`src/rtl/gate_arb_pkg.sv`:
```
`default_nettype none
// ============================================================================
// Module   : gate_arb_pkg
// Brief    : Shared state encoding, default sizes and operand slice helper
//            for the gate unit arbiter.
// Revision : 1.0 - initial release
// ============================================================================
package gate_arb_pkg;

  typedef enum logic [1:0] {
    IDLE = 2'd0,
    EXEC = 2'd1,
    RESP = 2'd2
  } arb_state_t;

  localparam int C_DEF_NUM_REQ = 4;
  localparam int C_DEF_WIDTH   = 8;

  // Base bit of requester idx's operand slice within a packed operand bus.
  function automatic int slice_lsb(input int idx, input int width);
    return idx * width;
  endfunction

endpackage
`default_nettype wire

```
`src/rtl/and_or_unit.sv`:
```
`default_nettype none
// ============================================================================
// Module   : and_or_unit
// Brief    : Shared combinational datapath: t = a & b, o1 = t & c, o2 = t | c.
// Revision : 1.0 - initial release
// ============================================================================
module and_or_unit #(
  parameter int WIDTH = 8
) (
  input  logic [WIDTH-1:0] a,
  input  logic [WIDTH-1:0] b,
  input  logic [WIDTH-1:0] c,
  output logic [WIDTH-1:0] o1,
  output logic [WIDTH-1:0] o2
);

  logic [WIDTH-1:0] w_t;

  assign w_t = a & b;
  assign o1  = w_t & c;
  assign o2  = w_t | c;

endmodule
`default_nettype wire

```
`src/rtl/gate_unit_arbiter.sv`:
```
`default_nettype none
// ============================================================================
// Module   : gate_unit_arbiter
// Brief    : Round-robin arbiter sharing one AND/OR datapath among NUM_REQ
//            requesters, returning tagged results over a valid/ready port.
// Revision : 1.0 - initial release
// ============================================================================
module gate_unit_arbiter
  import gate_arb_pkg::*;
#(
  parameter  int NUM_REQ = C_DEF_NUM_REQ,
  parameter  int WIDTH   = C_DEF_WIDTH,
  localparam int ID_W    = $clog2(NUM_REQ)
) (
  input  logic                     clk,
  input  logic                     rst,
  input  logic [NUM_REQ-1:0]       req,
  input  logic [NUM_REQ*WIDTH-1:0] req_in_1,
  input  logic [NUM_REQ*WIDTH-1:0] req_in_2,
  input  logic [NUM_REQ*WIDTH-1:0] req_in_3,
  output logic [NUM_REQ-1:0]       gnt,
  output logic                     res_valid,
  input  logic                     res_ready,
  output logic [ID_W-1:0]          res_id,
  output logic [WIDTH-1:0]         res_out_1,
  output logic [WIDTH-1:0]         res_out_2,
  output logic                     busy
);

  arb_state_t         r_state;
  logic [NUM_REQ-1:0] r_gnt;
  logic [ID_W-1:0]    r_ptr;
  logic [ID_W-1:0]    r_id;
  logic [ID_W-1:0]    r_res_id;
  logic               r_res_valid;
  logic [WIDTH-1:0]   r_op_1, r_op_2, r_op_3;
  logic [WIDTH-1:0]   r_res_out_1, r_res_out_2;

  logic               w_found;
  logic [ID_W-1:0]    w_winner;
  logic [ID_W-1:0]    w_next_ptr;
  logic [WIDTH-1:0]   w_sel_1, w_sel_2, w_sel_3;
  logic [WIDTH-1:0]   w_o1, w_o2;

  // First active request at or after the pointer, wrapping past NUM_REQ-1.
  always_comb begin
    w_found  = 1'b0;
    w_winner = '0;
    for (int k = 0; k < NUM_REQ; k++) begin
      if (!w_found && req[(int'(r_ptr) + k) % NUM_REQ]) begin
        w_found  = 1'b1;
        w_winner = ID_W'((int'(r_ptr) + k) % NUM_REQ);
      end
    end
  end

  always_comb begin
    w_sel_1 = '0;
    w_sel_2 = '0;
    w_sel_3 = '0;
    for (int i = 0; i < NUM_REQ; i++) begin
      if (w_winner == ID_W'(i)) begin
        w_sel_1 = req_in_1[slice_lsb(i, WIDTH) +: WIDTH];
        w_sel_2 = req_in_2[slice_lsb(i, WIDTH) +: WIDTH];
        w_sel_3 = req_in_3[slice_lsb(i, WIDTH) +: WIDTH];
      end
    end
  end

  assign w_next_ptr = (w_winner == ID_W'(NUM_REQ - 1)) ? '0 : w_winner + 1'b1;

  and_or_unit #(
    .WIDTH (WIDTH)
  ) u_and_or_unit (
    .a  (r_op_1),
    .b  (r_op_2),
    .c  (r_op_3),
    .o1 (w_o1),
    .o2 (w_o2)
  );

  always_ff @(posedge clk or posedge rst) begin
    if (rst) begin
      r_state     <= IDLE;
      r_gnt       <= '0;
      r_ptr       <= '0;
      r_id        <= '0;
      r_res_id    <= '0;
      r_res_valid <= 1'b0;
      r_op_1      <= '0;
      r_op_2      <= '0;
      r_op_3      <= '0;
      r_res_out_1 <= '0;
      r_res_out_2 <= '0;
    end else begin
      unique case (r_state)
        IDLE: begin
          if (w_found) begin
            r_gnt   <= {{(NUM_REQ-1){1'b0}}, 1'b1} << w_winner;
            r_op_1  <= w_sel_1;
            r_op_2  <= w_sel_2;
            r_op_3  <= w_sel_3;
            r_id    <= w_winner;
            r_ptr   <= w_next_ptr;
            r_state <= EXEC;
          end
        end
        EXEC: begin
          r_gnt       <= '0;
          r_res_out_1 <= w_o1;
          r_res_out_2 <= w_o2;
          r_res_id    <= r_id;
          r_res_valid <= 1'b1;
          r_state     <= RESP;
        end
        RESP: begin
          if (res_ready) begin
            r_res_valid <= 1'b0;
            r_state     <= IDLE;
          end
        end
        default: begin
          r_gnt       <= '0;
          r_res_valid <= 1'b0;
          r_state     <= IDLE;
        end
      endcase
    end
  end

  assign gnt       = r_gnt;
  assign res_valid = r_res_valid;
  assign res_id    = r_res_id;
  assign res_out_1 = r_res_out_1;
  assign res_out_2 = r_res_out_2;
  assign busy      = (r_state != IDLE);

endmodule
`default_nettype wire

```
`config.mk`:
```
export PLATFORM = sky130hd
export DESIGN_NAME = gate_unit_arbiter
export DESIGN_NICKNAME = d
export VERILOG_FILES = /design/src/rtl/gate_arb_pkg.sv /design/src/rtl/and_or_unit.sv /design/src/rtl/gate_unit_arbiter.sv
export SDC_FILE = /design/constraint.sdc
export NUM_CORES = 1
export LEC_CHECK = 0
export BUFFER_PORTS_ARGS = -buffer_cell sky130_fd_sc_hd__buf_2
export CORE_MARGIN = 2
export CORE_UTILIZATION = 49
export DETAILED_ROUTE_END_ITERATION = 8
export PLACE_DENSITY = 0.81
export SLEW_MARGIN = 10
export SYNTH_ARGS = -nofsm -noshare
export SYNTH_HDL_FRONTEND = slang
export SYNTH_SLANG_ARGS = --single-unit
```
`constraint.sdc`:
```
create_clock -name clk -period 2.5 [get_ports clk]
set_input_delay 0.25 -clock clk [delete_from_list [all_inputs] [get_ports clk]]
set_output_delay 0.25 -clock clk [all_outputs]
set_load 0.01 [all_outputs]
```
After elaboration in Yosys (flattened, before gate mapping)
Index checks and enable logic that the tools add are counted.
W data, S select, Z words.
{"block": "totals", "ff_bits": 53, "latchBits": 0, "mem_bits_rw": 0, "mem_bits_ro": 0, "input_bits": 103, "output_inout_bits": 24, "wordCells": 90, "n_memories": 0}
{"block": "op_classes", "add_sub_neg": 4, "multipliers": 0, "n_div": 0, "n_lt_le_gt_ge": 4, "n_eq_ne": 7, "shift": 1, "muxes": 39, "bitwise_logic": 8, "reduce_logical": 16}
{"operator": "$mux W8", "n": 12}
{"operator": "$and A8 B8 Y8", "n": 2}
{"operator": "$mux W2", "n": 7}
{"operator": "$lt A3 B4 Y1 const B", "n": 3}
{"operator": "$mux W1", "n": 12}
{"operator": "$bmux W1 S2", "n": 4}
{"operator": "$or A8 B8 Y8", "n": 1}
{"operator": "$pmux W4 S2", "n": 1}
{"operator": "$reduce_and A2 Y1", "n": 4}
{"operator": "$eq A2 B2 Y1 const B", "n": 3}
{"operator": "$pmux W2 S3", "n": 1}
{"operator": "$reduce_or A2 Y1", "n": 3}
{"operator": "$add A2 B1 Y2 const B", "n": 2}
{"operator": "$add A2 B2 Y2 const B", "n": 2}
{"operator": "$eq A2 B1 Y1 const B", "n": 2}
{"operator": "$logic_not A2 Y1", "n": 2}
{"operator": "$mux W4", "n": 1}
{"operator": "$ne A2 B2 Y1 const B", "n": 2}
{"operator": "$shl A1 B2 Y4 const A", "n": 1}
{"operator": "$and A1 B1 Y1 const A", "n": 3}
{"operator": "$logic_and A1 B1 Y1", "n": 3}
{"operator": "$logic_not A1 Y1", "n": 3}
{"operator": "$lt A2 B3 Y1 const B", "n": 1}
{"operator": "$pmux W1 S3", "n": 1}
{"operator": "other kinds (2)", "n": 3}

Longest topological paths before layout
{"block": "logic_depth", "ltp_word": 19, "mapped_depth": 9, "mapped_depth_nobuf": 7}

Hierarchy
Synthesis repeated with hierarchy kept, for this count alone.
{"block": "unflattened", "cells_unflattened": 334, "area_unflattened_um2": 3138.0}
{"mod": "gate_unit_arbiter", "n_inst": 1, "cells_each": 318, "area_per_inst_um2": 3027.9, "seq_area_each_um2": 1326.3}
{"mod": "and_or_unit", "n_inst": 1, "cells_each": 16, "area_per_inst_um2": 110.1, "seq_area_each_um2": 0.0}

Least setup slack after synthesis
Ideal clock, no wire load.
{"block": "synth_timing", "path_type": "register to register", "from": "register r_ptr[1]", "to": "register r_op_3[2]", "setup_time_ns": 0.082, "arrival_time_ns": 2.235, "t_required_ns": 2.418, "setup_slack_ns": 0.183, "path_stages_with_launch": 9, "n_path_buf": 2, "period_less_slack_ns": 2.317, "cell_sequence": "dfrtp_1 -> mux2i_1 -> nor2_1 -> or4_1 -> ha_1 -> clkbuf_1 -> clkbuf_1 -> a221o_1 -> a31oi_1"}
{"block": "synth_via", "elab_chain_len": 17, "word_cells_on_any_way": 37, "cone_classes": "add/sub (3); eq/ne (3); mux (23); reduce/logical (8)"}
{"item": "from (decl)", "line": "gate_unit_arbiter.sv:32", "rtl": "logic [ID_W-1:0] r_ptr;"}
{"item": "from (signal assigned)", "line": "gate_unit_arbiter.sv:104", "rtl": "r_ptr <= w_next_ptr;"}
{"item": "$add A2 B1 Y2 or $bmux W1 S2 (tied branches)", "line": "gate_unit_arbiter.sv:50, gate_unit_arbiter.sv:52"}
{"item": "$bmux W1 S2 or $mux W1 (tied branches)", "line": "gate_unit_arbiter.sv:50", "rtl": "if (!w_found && req[(int'(r_ptr) + k) % NUM_REQ]) begin"}
{"item": "$mux W1 (not written as such)", "line": "gate_unit_arbiter.sv:50"}
{"item": "$mux W1 (not written as such) or $logic_not A1 Y1 (tied branches)", "line": "gate_unit_arbiter.sv:50"}
{"item": "$logic_and A1 B1 Y1", "line": "gate_unit_arbiter.sv:50"}
{"item": "$mux W1", "line": "gate_unit_arbiter.sv:50"}
{"item": "$logic_not A1 Y1", "line": "gate_unit_arbiter.sv:50"}
{"item": "$logic_and A1 B1 Y1", "line": "gate_unit_arbiter.sv:50"}
{"item": "$mux W1", "line": "gate_unit_arbiter.sv:50"}
{"item": "$logic_not A1 Y1", "line": "gate_unit_arbiter.sv:50"}
{"item": "$logic_and A1 B1 Y1", "line": "gate_unit_arbiter.sv:50"}
{"item": "$mux W2", "line": "gate_unit_arbiter.sv:50"}
{"item": "$logic_not A2 Y1", "line": "gate_unit_arbiter.sv:62", "rtl": "if (w_winner == ID_W'(i)) begin"}
{"item": "$mux W8 (4 in a row)", "line": "gate_unit_arbiter.sv:62"}
{"item": "to (signal assigned)", "line": "gate_unit_arbiter.sv:102", "rtl": "r_op_3 <= w_sel_3;"}
{"item": "to (decl)", "line": "gate_unit_arbiter.sv:36", "rtl": "logic [WIDTH-1:0] r_op_1, r_op_2, r_op_3;"}
Parallel ways exist; a longest one is shown, timed or not. The select of a mux whose other input is x is not followed.
A chain may end at the register's enable or synchronous reset.

Worst setup path in the final report
Ends and elaborated chain as after synthesis.

==> impl_metrics.ini <==
[run_status]
status = complete, no violations

[detailed_routing]
finalWirelength_um = 8657
residual_antenna_violating_net_count_after_detailed_routing = 0
drt_drc_violations_left = 0
detail_route.wl_per_cell_um = 15.88
num_vias = 3160
detail_route.iter0.violations = 300
drt_pass1_iterations = 6
route.detailed.vias_per_inst = 5.798

[min_path]
hp-class = in2async

[clock_network]
tritoncts = yes
root_buffer = sky130_fd_sc_hd__clkbuf_8
total_number_of_clock_tree_sinks = 53
clock_tree.buffer_depth = 2
cts_hold_buf = 0
h-tree-depth = 2
clkLatencyLatePin_ns = 0.30
cts-buffers-inserted = 5
cts.reportedPaths.clkPinSlew_ns = 0.10

[setup_path]
setup.reg_to_reg.worst_slack_ns = 0.12
worstPathRequired_ns = 2.73
timing.rr.start = r_ptr[1]$_DFFE_PP0P_
r2r-end = r_op_3[2]$_DFFE_PP0P_
reg2reg_depth = 7
critical_path.endpoint = r_op_3[2]$_DFFE_PP0P_
criticalPathCategory = reg2reg
timing.critical_path.fanout_max = 36
crit_path_max_incr_delay_ns = 0.53
timing.critical_path.cells = mux2i_1 -> nor2_1 -> or4_1 -> ha_1 -> buf_12 -> a221o_1 -> a31oi_1
startpoint_class_of_the_critical_path = flip-flop
worstSetupEndpointType = flip-flop
critical_path_source = r_ptr[1]$_DFFE_PP0P_
critical-path-top-delay-family = simple AND/OR/NAND/NOR gates
path_depth = 7
worstPathArrival_ns = 2.61
critPathBufInv = 1
cp_slowest_cell = sky130_fd_sc_hd__or4_1

[logic_synthesis]
synth-edff-count = 0
ys.flop_type = sky130_fd_sc_hd__dfrtp_1
yosys_warnings = 0
synth-seq-area-share_pct = 42.91
yosys.area.top_type = sky130_fd_sc_hd__dfrtp_1
postSynthCellCount = 354
synth_top_cells_by_area = sky130_fd_sc_hd__dfrtp_1 43%, sky130_fd_sc_hd__a21oi_1 9.1%, sky130_fd_sc_hd__a221o_1 7.8%, sky130_fd_sc_hd__nand3b_1 6.8%, sky130_fd_sc_hd__nand2_1 5.2%
mappedNetlistNets = 461
post_synth_num_cell_types = 33
synth_top_cells_by_count = 56 x sky130_fd_sc_hd__a21oi_1, 53 x sky130_fd_sc_hd__dfrtp_1, 43 x sky130_fd_sc_hd__nand2_1
post_synth_instance_area_mm2 = 0.003090
asyncSetResetFlopFracSynth_pct = 100.0
yosys_register_bits = 53
synthesis.area_per_instance_um2 = 8.730
post-synth-top-area-fraction_pct = 42.91
synth.most_common_cell = sky130_fd_sc_hd__a21oi_1

[pwr]
power_density_mw_per_mm2 = 1209
power.leakage_nw = 1.866
max-vdd-ir-drop_mv = 0.5838

[finish]
num-fill-cells = 503
design.final.nets = 576
final_layout_size_suffix_gt1_share_pct = 34.68
multiInputGateArea_mm2 = 0.001506
register_area_mm2 = 0.001326
fin_area_mm2 = 0.003915
finalCoreUtilization_pct = 65.35
layout.cells.non_filler = 545
flow.area_growth_from_synthesis_pct = 26.68
antenna_cells = 0

[global_route]
grt_pass1_vias = 2976
gr-total-overflow = 0
largest_net_degree_at_the_start_of_global_routing = 50
grt_pass1_wl_um = 14150
grt_util_all_layers_pct = 24.63
antenna_found_initial = 0

[placed_design]
place_area_mm2 = 0.003794
gpl.final_weighted_congestion = 0.9603
dp_hpwl_um = 6517
io_buffer_count = 126
placed_cells_incl_taps = 537

[sta]
final-setup-viol-count = 0
worst-slew-pin-transition_ns = 0.7002
clock.fmax_mhz = 419.9
totalNegativeSetupSlack_ns = 0
drv_slew = 0
final_hold_viol_count = 0
final_period_minus_worst_setup_slack_ns = 2.382
final_min_period_over_clock_period_pct = 95.26
timing.slew.headroom_pct = 53.25
fin_worst_skew_ns = 0.005348
rsz0062_at_grt = false

[floorplanning]
die_w_um = 83.42
core_area_mm2 = 0.005991
floorplan.initialDensity_pct = 51.59
chipHeight_um = 83.42
top_level_ports = 127
row_count = 28
die_area_mm2 = 0.006958

[flow_run]
maxCapViolations = 0
-- worst min path at each step --
stage | end | from | cells after the start
finish | res_out_2[7]$_DFFE_PP0P_ | rst | 2
global route | res_out_1[5]$_DFFE_PP0P_ | rst | 2
CTS | res_out_1[5]$_DFFE_PP0P_ | rst | 2
detailed placement | res_out_2[7]$_DFFE_PP0P_ | rst | 2
global placement | r_op_3[7]$_DFFE_PP0P_ | rst | 2
floorplan | r_op_1[6]$_DFFE_PP0P_ | req_in_1[30] | 2
-- power by group --
| part | internal [W] | leakage, nW | switching, W | total, W |
|---|---|---|---|---|
| combinational | 0.00114 | 1.17 | 0.00139 | 0.00253 |
| sequential | 0.00128 | 0.640 | 0.000345 | 0.00162 |
| clock | 0.000300 | 0.0543 | 0.000285 | 0.000584 |
-- worst register-to-register path: cells and delay by family (launching register included) --
kind | cells | cell delay (ns)
flip-flops | 1 | 0.43
AO/OA/AOI/OAI | 2 | 0.57
AND/OR/NAND/NOR | 2 | 0.63
adder cells (fa/ha/maj) | 1 | 0.28
buffers and inverters | 1 | 0.18
multiplexers | 1 | 0.21
-- registers in the layout (all words and copies together), names as in the netlist --
| register | cells |
|---|---|
| res_valid | 1 |
| gnt | 4 |
| r_op_1 | 8 |
| res_id | 2 |
| r_id | 2 |
| r_ptr | 2 |
| res_out_2 | 8 |
| res_out_1 | 8 |
| r_state | 2 |
| r_op_3 | 8 |
| r_op_2 | 8 |
-- cells by family after synthesis --
logic type	Yosys count	share of synthesized area, %
buffers and inverters	59	8.543
muxes	4	1.538
DFF	53	42.91
adders and majority gates	4	1.619
AOI/OAI and AO/OA	139	28.79
and+or+nand+nor	95	16.60
-- layout make-up --
type / count / area share [%]
timing repair buffer: 139 / 19.56
sequential: 53 / 33.88
multi-input combinational: 242 / 38.48
clock buffer: 5 / 1.758
tap: 75 / 2.397
clock inverter: 3 / 1.182
inverter: 28 / 2.748
-- cells in the final DEF (no fill, tap or decap), drive strengths merged --
cell        n
nand2b      4
clkinvlp    1
bufinv      1
o31ai       1
a21o        1
mux2i       1
inv        28
dfrtp      53
a221o      24
nand3b     28
mux2        3
a31oi      24
nand3       8
a21oi      62
o41ai       1
clkinv      1
a311oi      1
or4         2
nand2      44
ha          4
nor2        5
o21a        1
o41a        1
nor2b       1
clkbuf      5
o21ai      23
buf       139
nor4        2
or2         1
-- stage by stage --
step | setup WS [ns] | hold slack, ns | power, W
4_1_cts | 0.1795 | 0.06499 | 0.004718
3_3_place_gp | 0.2712 | 0.3926 | 0.004035
2_1_floorplan | 0.1829 | 0.4010 | 0.003368
5_1_grt | 0.01342 | 0.1040 | 0.005107
6_report | 0.1184 | 0.04249 | 0.004733
3_5_place_dp | 0.2041 | 0.3979 | 0.004133
-- timing repair --
action                                 CTS  global route
setup endpoints to repair                0             4
setup buffers                            0             0
endpoints found under the hold margin    0             0
resized for setup                        0             1
-- routing by layer --
metal  part of all wire, %  wire, µm  vias up  track usage [%]
met5                     0         0        -                0
met4                   1.7       150        0            7.038
met3                   6.2       541       14            3.777
met2                    50      4292      152            39.88
met1                    42      3672     1481            34.51
li1                      -         -     1513                -
No activity file was read; power rests on OpenSTA's default activity.
